<file path="src/rtl/param_register_file_if.sv">
// Register-file access bus: shared write data/op/enables, two read selects and two read data ports.
// The master drives writes and selects; the register file answers on OutA/OutB.
interface param_register_file_if #(
  parameter int W    = 16,
  parameter int NGP  = 4,
  parameter int NSCR = 4
);
  localparam int SW = $clog2(NGP + NSCR);

  logic [W-1:0]    I;
  logic [2:0]      FunSel;
  logic [NGP-1:0]  RegSel;
  logic [NSCR-1:0] ScrSel;
  logic [SW-1:0]   OutASel;
  logic [SW-1:0]   OutBSel;
  logic [W-1:0]    OutA;
  logic [W-1:0]    OutB;

  modport master (
    output I, FunSel, RegSel, ScrSel, OutASel, OutBSel,
    input  OutA, OutB
  );

  modport slave (
    input  I, FunSel, RegSel, ScrSel, OutASel, OutBSel,
    output OutA, OutB
  );
endinterface

</file>
<file path="src/rtl/param_register_file.sv">
// NGP general-purpose + NSCR scratch registers, shared-op write, two read ports (0 or 1 cycle via OUT_REG); no backpressure.
// Define REGFILE_SATURATE_EN to make INC/DEC saturate instead of wrapping.
module param_register_file #(
  parameter int W       = 16,
  parameter int NGP     = 4,
  parameter int NSCR    = 4,
  parameter int OUT_REG = 0
) (
  input logic                  Clock,
  input logic                  Reset,
  param_register_file_if.slave bus
);
  localparam int SW   = $clog2(NGP + NSCR);
  localparam int NREG = NGP + NSCR;
  localparam int H    = W / 2;
  localparam logic [W-1:0] LP_ONE = W'(1);

  logic [W-1:0]    r_regs [NREG];
  logic [W-1:0]    w_next [NREG];
  logic [NREG-1:0] w_en;
  logic [W-1:0]    w_rd_a;
  logic [W-1:0]    w_rd_b;

  function automatic logic [W-1:0] f_next(input logic [W-1:0] q,
                                          input logic [W-1:0] d,
                                          input logic [2:0]   op);
    f_next = q;
    case (op)
      3'b000: begin
`ifdef REGFILE_SATURATE_EN
        f_next = (q == '0) ? q : q - LP_ONE;
`else
        f_next = q - LP_ONE;
`endif
      end
      3'b001: begin
`ifdef REGFILE_SATURATE_EN
        f_next = (q == '1) ? q : q + LP_ONE;
`else
        f_next = q + LP_ONE;
`endif
      end
      3'b010:  f_next = d;
      3'b011:  f_next = '0;
      3'b100:  f_next = {{H{1'b0}}, d[H-1:0]};
      3'b101:  f_next = {q[W-1:H], d[H-1:0]};
      3'b110:  f_next = {d[H-1:0], q[H-1:0]};
      default: f_next = {{H{d[H-1]}}, d[H-1:0]};
    endcase
  endfunction

  // Enables are active-low and MSB-first: RegSel[NGP-1] is R1, ScrSel[NSCR-1] is S1.
  always_comb begin
    w_en = '0;
    for (int k = 0; k < NGP; k++)  w_en[k]       = ~bus.RegSel[NGP-1-k];
    for (int k = 0; k < NSCR; k++) w_en[NGP + k] = ~bus.ScrSel[NSCR-1-k];
  end

  always_comb begin
    for (int k = 0; k < NREG; k++) w_next[k] = f_next(r_regs[k], bus.I, bus.FunSel);
  end

  always_ff @(posedge Clock or negedge Reset) begin
    if (!Reset) begin
      for (int k = 0; k < NREG; k++) r_regs[k] <= '0;
    end else begin
      for (int k = 0; k < NREG; k++) begin
        if (w_en[k]) r_regs[k] <= w_next[k];
      end
    end
  end

  // Unmatched selects (>= NREG) fall through to the zero default.
  always_comb begin
    w_rd_a = '0;
    w_rd_b = '0;
    for (int k = 0; k < NREG; k++) begin
      if (bus.OutASel == SW'(k)) w_rd_a = r_regs[k];
      if (bus.OutBSel == SW'(k)) w_rd_b = r_regs[k];
    end
  end

  if (OUT_REG != 0) begin : g_out_reg
    logic [W-1:0] r_out_a;
    logic [W-1:0] r_out_b;

    always_ff @(posedge Clock or negedge Reset) begin
      if (!Reset) begin
        r_out_a <= '0;
        r_out_b <= '0;
      end else begin
        r_out_a <= w_rd_a;
        r_out_b <= w_rd_b;
      end
    end

    assign bus.OutA = r_out_a;
    assign bus.OutB = r_out_b;
  end else begin : g_out_comb
    assign bus.OutA = w_rd_a;
    assign bus.OutB = w_rd_b;
  end
endmodule
</file>
<file path="src/flat_wrapper.sv">
// flat-port wrapper written by rule: the top's interface ports become plain ports
module param_register_file_flat 
#(
  parameter int W       = 16,
  parameter int NGP     = 4,
  parameter int NSCR    = 4,
  parameter int OUT_REG = 0
)
  (Clock, Reset, bus_I, bus_FunSel, bus_RegSel, bus_ScrSel, bus_OutASel, bus_OutBSel, bus_OutA, bus_OutB);
  param_register_file_if #(.W(W), .NGP(NGP), .NSCR(NSCR)) bus_i ();
  input logic Clock;
  input logic Reset;
  input wire logic [$bits(bus_i.I)-1:0] bus_I;
  input wire logic [$bits(bus_i.FunSel)-1:0] bus_FunSel;
  input wire logic [$bits(bus_i.RegSel)-1:0] bus_RegSel;
  input wire logic [$bits(bus_i.ScrSel)-1:0] bus_ScrSel;
  input wire logic [$bits(bus_i.OutASel)-1:0] bus_OutASel;
  input wire logic [$bits(bus_i.OutBSel)-1:0] bus_OutBSel;
  output wire logic [$bits(bus_i.OutA)-1:0] bus_OutA;
  output wire logic [$bits(bus_i.OutB)-1:0] bus_OutB;
  assign bus_i.I = bus_I;
  assign bus_i.FunSel = bus_FunSel;
  assign bus_i.RegSel = bus_RegSel;
  assign bus_i.ScrSel = bus_ScrSel;
  assign bus_i.OutASel = bus_OutASel;
  assign bus_i.OutBSel = bus_OutBSel;
  assign bus_OutA = bus_i.OutA;
  assign bus_OutB = bus_i.OutB;
  param_register_file #(.W(W), .NGP(NGP), .NSCR(NSCR), .OUT_REG(OUT_REG)) u_core (.Clock(Clock), .Reset(Reset), .bus(bus_i));
endmodule
</file>
<file path="config.mk">
export PLATFORM = sky130hd
export DESIGN_NAME = param_register_file_flat
export DESIGN_NICKNAME = d
export VERILOG_FILES = /design/src/rtl/param_register_file_if.sv /design/src/rtl/param_register_file.sv /design/src/flat_wrapper.sv
export SDC_FILE = /design/constraint.sdc
export NUM_CORES = 1
export LEC_CHECK = 0
export ABC_AREA = 1
export CAP_MARGIN = 20
export CORE_ASPECT_RATIO = 1.5
export CORE_MARGIN = 1.5
export CORE_UTILIZATION = 26
export CTS_CLUSTER_DIAMETER = 40
export DETAILED_ROUTE_END_ITERATION = 10
export GPL_ROUTABILITY_DRIVEN = 0
export PLACE_DENSITY_LB_ADDON = 0.05
export SYNTH_ARGS = -nofsm -noshare
export SYNTH_HDL_FRONTEND = slang
export SYNTH_SLANG_ARGS = --single-unit
</file>
<file path="constraint.sdc">
create_clock -name Clock -period 5.4 [get_ports Clock]
set_input_delay 1.08 -clock Clock [delete_from_list [all_inputs] [get_ports Clock]]
set_output_delay 1.08 -clock Clock [all_outputs]
set_load 0.05 [all_outputs]
</file>
==> metrics.txt <==
largest reg by FF count=u_core.r_regs; Top Registers=u_core.r_regs (128); clk root buf=clkbuf_16; chip width=199 µm; via count=16,481; slowest CP cell=clkdlybuf4s50_1; drt total wl=70.1 mm; CTS resizes=0; vias in the first global route=16,231; cells along the critical path=clkdlybuf4s50_1 > bufinv_8 > nand3_1 > o22ai_1 > nor4_1 > nand4_1 > clkdlybuf4s50_1; H-Tree Depth=4; ant diodes=0; flop and latch count out of synthesis=128; nets@finish=2,784; Power Density=330 nW/µm²; max_cap viols=0; count leader, synth=nand2_1; Slew headroom=26.9%; critical path required time=4320 ps; Yosys warning count=0; placed cells=3,350; synth top area cells=nand2_1 (23%), dfrtp_1 (21%), ha_1 (11%); final slew viol count=0; RSZ-0062 raised after global routing=no; largest net degree at the start of global routing=60; mean post-synth cell area=5.92 µm²; hold buffer count at cts=0; gr ovfl total=0; Mapped Nets=2,719; Largest register FFs=128; core area=57,000 µm²; highest clock rate=196 MHz; clock-pin slew on the worst setup and hold paths=60 ps; Routed Antenna Nets=0; Yosys top cell by area=nand2_1; peak supply drop=0.240 mV; Worst-Margin Slew=1090 ps; setup bufs post-CTS=0; CP arrival=4030 ps; critical path class=in2out; initial antenna violation count=1; DRC violations left=0; ys async rst share=100%; Pleak=9.24 nW; Longest Clk Path Bufs=2; crit-path max cell delay=790 ps; global-route wire length before repair=104 mm; top cells by count, synth=nand2_1 (922), inv_1 (387), nor2_1 (236), nand3_1 (203), ha_1 (135); Die Ht=298 µm; Post-Syn Instances=2,541; run status=finished, final reports clean; IO Port Bufs=66; Post-Synthesis Cell Area=15,000 µm²; Filler cells=6,578; drt first pass iters=5; Vias/cell=4.87; Starting Density=26.4%; setup total negative slack=0 ps; layout cells sized above 1=5.27%; crit path max fanout=15; DR iter-0 viols=974; dpl hpwl=55.9 mm; wire length per cell=20.7 µm; EDFF count, synth=0; post-synthesis sequential area ratio=21.3%; CTS sink cnt=128; Top FF cell, synth=dfrtp_1; FF-to-FF setup slack=3010 ps; Worst Clk Skew=9.98 ps; Worst setup EP type=output pin; CP most frequent cell=clkdlybuf4s50_1; area share of the leading cell type in the synthesized netlist=23.0%; Layout Area Growth over Synthesis=14.2%; CP Launch Type=input pin; Distinct cells, synth=42; Clock Latency Late Sink=470 ps; HP Class=reg2reg; die area=59,300 µm²; setup violators final=0; CTS Buf Count=17; Overall Global Routing Usage=24.1%; I/O pin total=67; final hold vios=0; Tmin final=5110 ps; # rows=107; fin cells=3,381; Final period util=94.6%; CTS tree=done
[kinds of logic after synthesis]
family,count (synthesis),synth area share [%]
DFF,128,21.3
adders and majority gates,143,12.3
AOI/OAI and AO/OA,275,10.2
buffers and inverters,440,11.6
xor gates and xnor gates,8,0.466
and+or+nand+nor,1547,44.2
[cell usage in the layout, fill, tap and decap left out, types with 11 or more instances in the layout]
cell	Yosys	routed
a21oi_1	122	122
a31oi_1	56	56
buf_4	4	34
clkbuf_16	0	17
clkdlybuf4s50_1	0	46
dfrtp_1	128	128
ha_1	135	135
inv_1	387	387
inv_2	12	12
nand2_1	922	922
nand3_1	203	203
nand3b_1	33	33
nand4_1	42	42
nor2_1	236	234
nor3_1	29	29
nor4_1	14	14
o21ai_0	41	41
o21ai_1	12	11
o22ai_1	32	32
or2_2	20	20
[path summary, 6_finish.rpt]
check	from	to	cells past startpoint
worst max-delay path	bus_OutBSel[2]	bus_OutB[10]	7
worst min-delay path	u_core.r_regs[127]	u_core.r_regs[127]	2
worst max register to register	u_core.r_regs[48]	u_core.r_regs[62]	12
worst min register to register	u_core.r_regs[127]	u_core.r_regs[127]	2
max in group asynchronous	Reset	u_core.r_regs[3]	2
min in group asynchronous	Reset	u_core.r_regs[102]	1
[metrics by stage]
stage	cell area, µm²	setup WS (ps)	hold slack (ps)	total power [mW]	utilization [%]
global route	17200	156	544	6.14	30.1
detailed placement	16600	410	522	4.46	29.1
global placement	16600	421	512	4.45	29.1
CTS	17200	389	536	5.73	30.1
finish	17200	292	527	5.67	30.1
floorplan	15000	896	477	3.40	-
[metal layers]
layer	routed length, µm	part of all wire (%)	up-vias	GRT usage (%)
met5	0	0	-	0
met4	3270	4.7	0	11.6
met3	2430	3.5	112	2.63
met2	35400	51	367	42.9
met1	29000	41	7717	28.5
li1	-	-	8285	-
[power by group]
group / leakage (nW) / switching [mW] / internal, mW
Sequential: 1.54 / 0.338 / 1.12
Combinational: 7.42 / 1.99 / 0.978
Clock: 0.285 / 0.502 / 0.744
[critical path, delay by kind of cell]
family / cells / cell delay [ps]
simple gates: 3 / 1090
compound gates: 1 / 190
buf+inv: 3 / 1670
[cell type report]
type	count	area (µm²)	area share, %
sequential	128	3200	18.7
clock buffer	21	460	2.68
inverter	403	1530	8.90
clock inverter	10	136	0.794
multi-input combinational	1973	10100	58.9
timing repair buffer	83	767	4.47
tap	763	955	5.56
No activity file was read; power rests on OpenSTA's default activity.
